## config.mk

```make
export PLATFORM = sky130hd
export DESIGN_NAME = asp_irq_ctrl
export DESIGN_NICKNAME = d
export VERILOG_FILES = /design/src/rtl/asp_irq_ctrl.sv
export SDC_FILE = /design/constraint.sdc
export NUM_CORES = 1
export LEC_CHECK = 0
export ABC_AREA = 1
export CAP_MARGIN = 20
export CORE_AREA = 2 2 119 121
export CTS_CLUSTER_SIZE = 8
export DETAILED_ROUTE_END_ITERATION = 8
export DIE_AREA = 0 0 121 123
export GPL_ROUTABILITY_DRIVEN = 0
export MAX_ROUTING_LAYER = met4
export PLACE_DENSITY = 0.86
export SLEW_MARGIN = 10
export SYNTH_ARGS = -nofsm -noshare
export SYNTH_HDL_FRONTEND = slang
export SYNTH_SLANG_ARGS = --single-unit
```

## constraint.sdc

```tcl
create_clock -name clk -period 2.5 [get_ports clk]
set_clock_uncertainty 0.1 [all_clocks]
set_input_delay 0.5 -clock clk [delete_from_list [all_inputs] [get_ports clk]]
set_output_delay 0.5 -clock clk [all_outputs]
set_load 0.02 [all_outputs]
```

## src/rtl/asp_irq_ctrl.sv

```systemverilog
// Interrupt aggregator: NUM_IRQ edge/level sources with mask, W1C sticky capture,
// a deassert hold-off timer and an assertion counter, behind a 64-bit AVMM CSR slave.
module asp_irq_ctrl #(
    parameter int         NUM_IRQ       = 3,
    parameter int         HOLDOFF_WIDTH = 16,
    parameter logic [7:0] VERSION       = 8'h01
) (
    input  logic               clk,
    input  logic               reset_n,
    input  logic [NUM_IRQ-1:0] irq_in,
    input  logic [2:0]         avs_address,
    input  logic               avs_read,
    input  logic               avs_write,
    input  logic [63:0]        avs_writedata,
    input  logic [7:0]         avs_byteenable,
    output logic [63:0]        avs_readdata,
    output logic               avs_readdatavalid,
    output logic               avs_waitrequest,
    output logic               irq_out,
    output logic [NUM_IRQ-1:0] irq_pending
);
    localparam logic [2:0] A_STATUS  = 3'd0;
    localparam logic [2:0] A_ENABLE  = 3'd1;
    localparam logic [2:0] A_MODE    = 3'd2;
    localparam logic [2:0] A_HOLDOFF = 3'd3;
    localparam logic [2:0] A_COUNT   = 3'd4;
    localparam logic [2:0] A_ID      = 3'd5;

    logic [NUM_IRQ-1:0]       en_q, en_d, mode_q, mode_d, sticky_q, sticky_d;
    logic [NUM_IRQ-1:0]       prev_q, ipend_q, rise, w1c, pend, pend_en;
    logic [HOLDOFF_WIDTH-1:0] hreg_q, hreg_d, hcnt_q, hcnt_d;
    logic [31:0]              count_q, count_d;
    logic [63:0]              bmask, wbits, rd_word, rdata_q, rdata_d;
    logic                     irq_q, req, rvld_q, count_inc, count_clr;
    logic                     wr_status, wr_enable, wr_mode, wr_holdoff, wr_count;
    logic                     unused_wbits;

    always_comb begin
        for (int b = 0; b < 8; b++) begin
            bmask[8*b +: 8] = {8{avs_byteenable[b]}};
        end
    end

    assign wbits        = avs_writedata & bmask;
    assign unused_wbits = ^wbits;

    assign wr_status  = avs_write && (avs_address == A_STATUS);
    assign wr_enable  = avs_write && (avs_address == A_ENABLE);
    assign wr_mode    = avs_write && (avs_address == A_MODE);
    assign wr_holdoff = avs_write && (avs_address == A_HOLDOFF);
    assign wr_count   = avs_write && (avs_address == A_COUNT);

    assign en_d   = wr_enable  ? ((en_q & ~bmask[NUM_IRQ-1:0]) | wbits[NUM_IRQ-1:0]) : en_q;
    assign mode_d = wr_mode    ? ((mode_q & ~bmask[NUM_IRQ-1:0]) | wbits[NUM_IRQ-1:0]) : mode_q;
    assign hreg_d = wr_holdoff ? ((hreg_q & ~bmask[HOLDOFF_WIDTH-1:0]) | wbits[HOLDOFF_WIDTH-1:0])
                               : hreg_q;

    // A rising edge beats a same-cycle W1C; level-mode sources never hold a sticky bit.
    assign rise     = irq_in & ~prev_q;
    assign w1c      = wr_status ? wbits[NUM_IRQ-1:0] : '0;
    assign sticky_d = (rise | (sticky_q & ~w1c)) & mode_q;

    assign pend    = (mode_q & sticky_q) | (~mode_q & irq_in);
    assign pend_en = pend & en_q;
    assign req     = (|pend_en) && (hcnt_q == '0);

    // Hold-off reloads on the falling edge of irq_out, using the value programmed before it.
    always_comb begin
        hcnt_d = hcnt_q;
        if (irq_q && !req) begin
            hcnt_d = hreg_q;
        end else if (hcnt_q != '0) begin
            hcnt_d = hcnt_q - HOLDOFF_WIDTH'(1);
        end
    end

    assign count_inc = !irq_q && req;
    assign count_clr = wr_count && (|avs_byteenable);
    assign count_d   = (count_clr ? 32'd0 : count_q) + 32'(count_inc);

    always_comb begin
        rd_word = '0;
        case (avs_address)
            A_STATUS:  rd_word[NUM_IRQ-1:0]       = pend;
            A_ENABLE:  rd_word[NUM_IRQ-1:0]       = en_q;
            A_MODE:    rd_word[NUM_IRQ-1:0]       = mode_q;
            A_HOLDOFF: rd_word[HOLDOFF_WIDTH-1:0] = hreg_q;
            A_COUNT:   rd_word[31:0]              = count_q;
            A_ID:      rd_word[15:0]              = {VERSION, 8'(NUM_IRQ)};
            default:   rd_word                    = '0;
        endcase
    end

    assign rdata_d = avs_read ? rd_word : rdata_q;

    always_ff @(posedge clk or negedge reset_n) begin
        if (!reset_n) begin
            en_q     <= '0;
            mode_q   <= '0;
            sticky_q <= '0;
            prev_q   <= '0;
            ipend_q  <= '0;
            hreg_q   <= '0;
            hcnt_q   <= '0;
            count_q  <= '0;
            irq_q    <= 1'b0;
            rdata_q  <= '0;
            rvld_q   <= 1'b0;
        end else begin
            en_q     <= en_d;
            mode_q   <= mode_d;
            sticky_q <= sticky_d;
            prev_q   <= irq_in;
            ipend_q  <= pend_en;
            hreg_q   <= hreg_d;
            hcnt_q   <= hcnt_d;
            count_q  <= count_d;
            irq_q    <= req;
            rdata_q  <= rdata_d;
            rvld_q   <= avs_read;
        end
    end

    assign avs_readdata      = rdata_q;
    assign avs_readdatavalid = rvld_q;
    assign avs_waitrequest   = 1'b0;
    assign irq_out           = irq_q;
    assign irq_pending       = ipend_q;

endmodule

```

# [After elaboration in Yosys (flattened, before gate mapping)]
# Cells that the tools add are included.
# W data, S select, Z words.
[totals] regBits=113 input_bits=82 output_inout_bits=70 word_cells=62
[classes] add_sub_neg=2 eq_ne=5 mux=7 bitwise=20 reduce_logical=17
[ops] operator="$mux W16" count=3
[ops] operator="$pmux W13 S3" count=1
[ops] operator="$add A32 B1 Y32" count=1
[ops] operator="$and A16 B16 Y16" count=2
[ops] operator="$mux W32" count=1
[ops] operator="$and A3 B3 Y3" count=8
[ops] operator="$pmux W3 S6" count=1
[ops] operator="$logic_not A16 Y1" count=1
[ops] operator="$not A16 Y16" count=1
[ops] operator="$or A16 B16 Y16" count=1
[ops] operator="$reduce_bool A16 Y1" count=1
[ops] operator="$sub A16 B1 Y16 const B" count=1
[ops] operator="$not A3 Y3" count=4
[ops] operator="$or A3 B3 Y3" count=4
[ops] operator="$logic_and A1 B1 Y1" count=9
[ops] operator="$reduce_or A8 Y1" count=1
[ops] operator="$eq A3 B2 Y1 const B" count=2
[ops] operator="$eq A3 B3 Y1 const B" count=2
[ops] operator="$eq A3 B1 Y1 const B" count=1
[ops] operator="$logic_not A3 Y1" count=1
[ops] operator="$mux W3" count=1
[ops] operator="$reduce_or A3 Y1" count=1
[ops] operator="$logic_not A1 Y1" count=2
[ops] operator="$reduce_bool A2 Y1" count=1

# [Depth between registers and ports, before layout]
# Gate-level depths: netlist of run 1.
[logic_depth] word_depth=9 mapped_depth=19 ltp_nobuf=18

# [Least setup slack after synthesis of run 1]
# Ideal clock, no wire load.
[synth_path] path_type="input to register" start="input port avs_byteenable[0]" end="register count_q[22]" setup_ps=116 arrival_time_ps=2267 t_required_ps=2284 setup_slack_ps=17 path_stages=19 n_path_buf=2 path_cell_list="inv_1 > nand2_1 > nor2_1 > nand2_1 > nand2_4 > buf_12 > buf_6 > inv_1 > nor2_1 > ha_1 > ha_1 > nand2_1 > nand3b_4 > nor2_4 > nand2_2 > nor2_2 > nand2_1 > nand2_1 > nand2_1"
[synth_between] elab_chain_len=4
[synth_lines] item="start, declared" line="15" text="input logic [7:0] avs_byteenable,"
[synth_lines] item="$reduce_or A8 Y1" line="78" text="assign count_clr = wr_count && (|avs_byteenable);"
[synth_lines] item="$logic_and A1 B1 Y1" line="78"
[synth_lines] item="$mux W32" line="79" text="assign count_d = (count_clr ? 32'd0 : count_q) + 32'(count_inc);"
[synth_lines] item="$add A32 B1 Y32" line="79"
[synth_lines] item="via count_d[22]" line="32" text="logic [31:0] count_q, count_d;"
[synth_lines] item="end signal, assigned" line="117" text="count_q <= count_d;"
[synth_lines] item="end, declared" line="32"
# The timed path passes the listed nets, and every way through them passes these cells.
# A chain may end at the register's enable or synchronous reset.

# [Final worst setup path of run 1]
[layout_path] start="register hcnt_q[0]" end="register count_q[22]"
[layout_between] elab_chain_len=4
[layout_lines] item="start, declared" line="31" text="logic [HOLDOFF_WIDTH-1:0] hreg_q, hreg_d, hcnt_q, hcnt_d;"
[layout_lines] item="start signal, assigned" line="116" text="hcnt_q <= hcnt_d;"
[layout_lines] item="$logic_not A16 Y1" line="65" text="assign req = (|pend_en) && (hcnt_q == '0);"
[layout_lines] item="$logic_and A1 B1 Y1" line="65"
[layout_lines] item="$logic_and A1 B1 Y1" line="77" text="assign count_inc = !irq_q && req;"
[layout_lines] item="$add A32 B1 Y32" line="79"
[layout_lines] item="via count_d[22]" line="32"
# The timed path passes the listed nets, and every way through them passes these cells.

==> reports/qor.txt, run 1 <==
status: finished, violations left
failing checks: setup timing
Initial Utilization: 0.440
Nets: 989
CTS sink cnt: 113
die area: 14900 µm²
Startpoint Class: register
Mapped Cells: 754
Synth cell types: 39
R2R Path Start: hcnt_q[0]$_DFFE_PN0P_
Power Density: 654 nW/µm²
FP Rows: 43
I/O Pins: 152
area of the core: 13600 µm²
Main synth FF type: dfrtp_1
Root Buffer: clkbuf_16
Final Hold Vio Count: 0
Post-Syn Area: 5990 µm²
WL met1: 6590 µm
Cell Area, Placed: 7190 µm²
Clk pin slew, worst setup/hold paths: 0.05 ns
die width: 121 µm
DR top layer: met4
most frequent cells in the layout: nand2_1 (225), dfrtp_1 (113), buf_4 (73)
final setup fails: 26
crit end category: register
Final period util: 1.10
register area share after synthesis: 0.472
routed wire length on met2: 8370 µm
synthesis-stage register bit count: 113
# port buffers: 70
Tmin final: 2.75 ns
design area: 8020 µm²
antenna-violating nets left: 0
Crit Reg-Reg Endpoint: count_q[22]$_DFF_PN0_
Routed WL: 17200 µm
fmax: 0.364 GHz
WL per Instance: 15.7 µm
WS Path Type: register to register
largest net degree at the start of global routing: 46
HPWL after DPL: 11200 µm
GRT overflow: 0
CP Capture Point: count_q[22]$_DFF_PN0_
vias: 5753
R2R Setup Slk: -0.25 ns
most common cell after layout, fill and taps aside: nand2_1
ANT cells: 0
Warnings, synthesis: 0
Final Max Slew Viols: 0
CP max-delay cell: dfrtp_1
crit-path max FO: 4
met3 WL post-DR: 1370 µm
DR iter-0 viols: 697
Leak: 3.77 nW
syn_area_per_cell: 7.94 µm²
critical-path cell list: inv_2 > ha_4 > inv_2 > nor4_2 > nand2_1 > nor3_2 > ha_2 > ha_4 > nand2_1 > nand3b_4 > nor2_4 > nand2_4 > nor2_4 > nand2_1 > nand2_1 > nand2_1
Hold WC Path Type: primary input to register
total chip power: 5.25 mW
Worst setup startpoint: hcnt_q[0]$_DFFE_PN0P_
CP Data Arrival Time: 2.95 ns
Die Ht: 123 µm
share of layout cells above drive strength 1: 0.181
drt drc: 0
ys async rst share: 1.00
Critical Path RT: 2.71 ns
RSZ-0062 raised after global routing: yes
number of synthesized flops with an enable pin: 0
P&R area growth vs syn: 33.9%
CTS tree: yes
vias in the first global route: 5703
routed vias/inst: 5.26
Final WS setup: -0.247 ns
CTS buffer count: 17
global-route usage over all layers: 0.241
most frequent CP cell: nand2_1
initial antenna violation count: 0
htree depth: 4
Longest Clk Path Bufs: 2
global-route wire length before repair: 27200 µm
Reg2Reg Depth: 16
Clk Latency, worst-skew pair: 0.42 ns
Worst VDD drop: 0.532 mV
Pre-antenna DRT Iters: 6
max cap viols: 0
max incr delay on CP: 0.39 ns
==> cells in the mapped netlist (2+ instances only) <==
master | n | area, µm²
and2_1 | 2 | 12.5
nand3_2 | 6 | 60.1
o22ai_1 | 10 | 62.6
nand3_4 | 2 | 35.0
a21oi_1 | 11 | 55.1
nand3_1 | 45 | 225
nand2_4 | 2 | 22.5
nand2_1 | 231 | 867
o31ai_1 | 3 | 22.5
o211ai_1 | 2 | 15.0
or2_2 | 2 | 12.5
dfrtp_1 | 113 | 2830
mux2_2 | 2 | 22.5
nand3b_1 | 3 | 22.5
o21ai_0 | 54 | 270
buf_2 | 4 | 20.0
nor4_1 | 2 | 12.5
o21bai_1 | 3 | 22.5
nand2_2 | 2 | 12.5
buf_4 | 34 | 255
xnor2_1 | 13 | 114
nor3_1 | 8 | 40.0
nor2_2 | 11 | 68.8
xor2_1 | 14 | 123
inv_1 | 76 | 285
clkbuf_1 | 11 | 41.3
nor2_1 | 70 | 263
ha_1 | 4 | 50.1
nor2_4 | 4 | 45.0
==> cell families after synthesis <==
kind of cell	count (synthesis)	share of synthesized area
AO/OA/AOI/OAI	86	0.0788
other	1	0.000626
buffers and inverters	129	0.109
XOR/XNOR	27	0.0395
multiplexers	2	0.00376
adder cells (fa/ha/maj)	4	0.00836
AND/OR/NAND/NOR	392	0.288
flip-flops	113	0.472
==> power by group <==
| part | internal, mW | total, mW | leakage (nW) | switching (mW) |
|---|---|---|---|---|
| Combinational | 0.406 | 0.925 | 2.04 | 0.518 |
| Sequential | 2.00 | 2.11 | 1.46 | 0.106 |
| Clock | 1.42 | 2.22 | 0.272 | 0.800 |
==> worst max-delay path, delay by kind of cell, from the launching register on <==
kind / cells / cell delay (ns)
buf+inv: 2 / 0.13
fa+ha+maj: 3 / 0.54
flops: 1 / 0.39
simple gates: 11 / 1.46
==> final cells by class <==
class / instances / area, µm²
fillers: 1019 / 5590
flip-flops and latches: 113 / 2830
multi-input cells: 544 / 2780
repair buffers: 150 / 1360
clock buffers: 23 / 478
inverters: 77 / 289
well taps: 180 / 225
clock inverters: 7 / 60.1
==> per-layer routing <==
| layer | GRT usage | up-vias |
|---|---|---|
| li1 | - | 2611 |
| met4 | 0.132 | 0 |
| met2 | 0.392 | 342 |
| met1 | 0.277 | 2698 |
| met3 | 0.0549 | 102 |
| met5 | - | - |
==> repair_timing <==
action / 4_1_cts / 5_1_grt
endpoints found under the setup margin: 26 / 29
pin swaps: 20 / 19
setup buffers: 10 / 7
hold buffers: 1 / 0
gates resized for setup: 25 / 24
endpoints found under the hold margin: 23 / 0
==> worst min path at each step <==
| stage | slack [ns] | endpoint | startpoint | cells after the start |
|---|---|---|---|---|
| after CTS | 0.35 | sticky_q[2]$_DFF_PN0_ | prev_q[2]$_DFF_PN0_ | 1 |
| after global routing | 0.25 | prev_q[0]$_DFF_PN0_ | irq_in[0] | 2 |
| after detailed placement | 0.33 | irq_pending[1]$_DFF_PN0_ | reset_n | 1 |
| after floorplan | 0.10 | asynchronous set/reset pin | reset_n | 0 |
| final | 0.24 | prev_q[2]$_DFF_PN0_ | irq_in[2] | 2 |
| after global placement | 0.32 | irq_pending[1]$_DFF_PN0_ | reset_n | 1 |
==> per-stage QoR <==
stage	hold slack, ns	setup TNS [ns]	util	setup WS (ns)	std cells
after floorplan	0.104	0	-	0.0170	786
after global placement	0.324	-13.21	0.528	-0.541	1048
after global routing	0.254	-6.28	0.589	-0.352	1094
after detailed placement	0.329	-16.67	0.528	-0.679	1048
final	0.243	-3.97	0.589	-0.247	1094
after CTS	0.347	-1.31	0.581	-0.129	1089
Power figures use the tool's default switching activity.
==> run 2: changes to the inputs <==
GPL_TIMING_DRIVEN = 0   (was default)
==> reports/qor.txt, run 2 (same netlist as run 1, synthesis figures left out) <==
status: finished, violations left
failing checks: setup timing
total chip power: 5.57 mW (+6.2%)
max incr delay on CP: 0.40 ns (about the same)
CTS buffer count: 17 (unchanged)
drt drc: 0 (unchanged)
initial antenna violation count: 0 (unchanged)
Nets: 1001 (+1.2%)
Initial Utilization: 0.440 (unchanged)
Slew Limit Headroom: 0.585
GRT overflow: 0 (unchanged)
Tmin final: 2.67 ns (-0.0803 ns)
Startpoint Class: register
most frequent CP cell: inv_2
antenna-violating nets left: 0 (unchanged)
Clk Latency, worst-skew pair: 0.42 ns (about the same)
crit end category: register
CTS sink cnt: 113 (unchanged)
ANT cells: 0 (unchanged)
I/O Pins: 152 (unchanged)
Longest Clk Path Bufs: 2 (unchanged)
fmax: 0.375 GHz (+3.0%)
RSZ-0062 raised after global routing: yes
critical-path cell list: inv_2 > ha_4 > inv_2 > nor4_2 > nand2_1 > nor3_4 > ha_4 > nand2_2 > inv_2 > nand3_4 > nor2_4 > buf_6 > nand3b_1 > o21bai_1 > nand2_1
CP Data Arrival Time: 2.87 ns (-0.08 ns)
Pre-antenna DRT Iters: 9 (+3)
most frequent cells in the layout: nand2_1 (223), dfrtp_1 (112), inv_1 (66), buf_4 (66), nor2_1 (59)
Final Max Slew Viols: 0 (unchanged)
# port buffers: 70 (unchanged)
final core utilization: 0.603 (+0.0140)
Leak: 3.86 nW (+2.4%)
Power Density: 678 nW/µm² (+3.7%)
global-route usage over all layers: 0.245 (+0.00470)
area of the core: 13600 µm² (unchanged)
CTS tree: yes
Final WS setup: -0.166 ns (+0.0803 ns)
WS Path Type: register to register
Die Ht: 123 µm (unchanged)
die area: 14900 µm² (unchanged)
WL per Instance: 16.5 µm (+4.9%)
largest net degree at the start of global routing: 93 (+100%)
Critical Path RT: 2.71 ns (about the same)
Cell Area, Placed: 7060 µm² (-1.7%)
crit-path max FO: 5 (+1)
setup TNS: -1.83 ns (+2.14 ns)
most common cell after layout, fill and taps aside: nand2_1
DR iter-0 viols: 732 (+5.0%)
htree depth: 4 (unchanged)
HPWL after DPL: 11100 µm (-0.90%)
delay-heaviest family, CP: simple AND/OR/NAND/NOR gates
vias in the first global route: 5623 (-1.4%)
routed vias/inst: 5.41 (+2.8%)
Fin Hold WS: 0.156 ns (-0.0868 ns)
Clk pin slew, worst setup/hold paths: 0.06 ns (about the same)
Routed WL: 18300 µm (+6.3%)
CP bufs+invs: 4 (+2)
max cap viols: 0 (unchanged)
final setup fails: 22 (-15%)
design area: 8210 µm² (+2.4%)
Worst Tran Pin Value: 0.622 ns
share of layout cells above drive strength 1: 0.200 (+0.0199)
FP Rows: 43 (unchanged)
Hold WC Path Type: primary input to register
Final period util: 1.07 (-0.0321)
Final Hold Vio Count: 0 (unchanged)
die width: 121 µm (unchanged)
CP max-delay cell: dfrtp_1
vias: 5989 (+4.1%)
Worst VDD drop: 0.601 mV (+13%)
P&R area growth vs syn: 37.1%
Root Buffer: clkbuf_16
global-route wire length before repair: 27500 µm (+0.96%)
[run 2: worst register-to-register path: stages, from the launching register on]
cell and delay [ns]:
dfrtp_1 0.40, inv_2 0.10, ha_4 0.15, inv_2 0.04
nor4_2 0.24, nand2_1 0.15, nor3_4 0.20, ha_4 0.20
nand2_2 0.05, inv_2 0.07, nand3_4 0.08, nor2_4 0.24
buf_6 0.14, nand3b_1 0.14, o21bai_1 0.19, nand2_1 0.07
[run 2: final cells by class]
type	instances	area, µm²
Fill cell	1005	5400
Multi-Input combinational cell	544	2830
Sequential cell	113	2830
Timing Repair Buffer	110	1040
Clock buffer	17	425
Buffer	52	367
Inverter	77	298
Tap cell	180	225
Clock inverter	15	191
[run 2: layer usage]
metal  wire length (µm)  up-vias  GRT usage  share of wire
met1               6750     2805      0.279           0.37
li1                   -     2641          -              -
met3               1550      113     0.0461          0.085
met2               8830      430      0.394           0.48
met5                  0        -          -              0
met4               1180        0      0.169          0.064
[run 2: final timing paths]
check	from	endpoint	slack, ns	depth (start not counted)
worst max-delay path	hcnt_q[0]$_DFFE_PN0P_	count_q[19]$_DFF_PN0_	-0.17	15
worst min-delay path	irq_in[1]	prev_q[1]$_DFF_PN0_	0.16	1
min in group asynchronous	reset_n	prev_q[1]$_DFF_PN0_	0.39	2
max in group asynchronous	reset_n	hcnt_q[11]$_DFFE_PN0P_	1.18	3
worst min register to register	prev_q[0]$_DFF_PN0_	sticky_q[0]$_DFF_PN0_	0.35	1
worst max register to register	hcnt_q[0]$_DFFE_PN0P_	count_q[19]$_DFF_PN0_	-0.17	15
[run 2: stage by stage]
stage	setup WS (ns)	cells
2_1_floorplan	0.0170	786
3_3_place_gp	-3.37	1036
3_5_place_dp	-1.03	1037
4_1_cts	-0.129	1090
5_1_grt	-0.307	1108
6_report	-0.166	1108
[run 2: repair_timing]
action                                  4_1_cts  5_1_grt
hold buffers                                  1        0
gates resized for setup                      49       34
setup buffers                                20       18
pin swaps                                    33       27
endpoints found under the setup margin       31       28
endpoints found under the hold margin        21        0
[run 2: power breakdown]
group          internal [mW]  leakage [nW]  switching, mW
combinational          0.369          2.10          0.525
sequential              2.00          1.45          0.133
clock                   1.66         0.303          0.888
==> run 3: changes to the inputs <==
CAP_MARGIN = 5   (was 20)
==> results of run 3 <==
Final layout, timing and power as in run 2 (identical DEF).
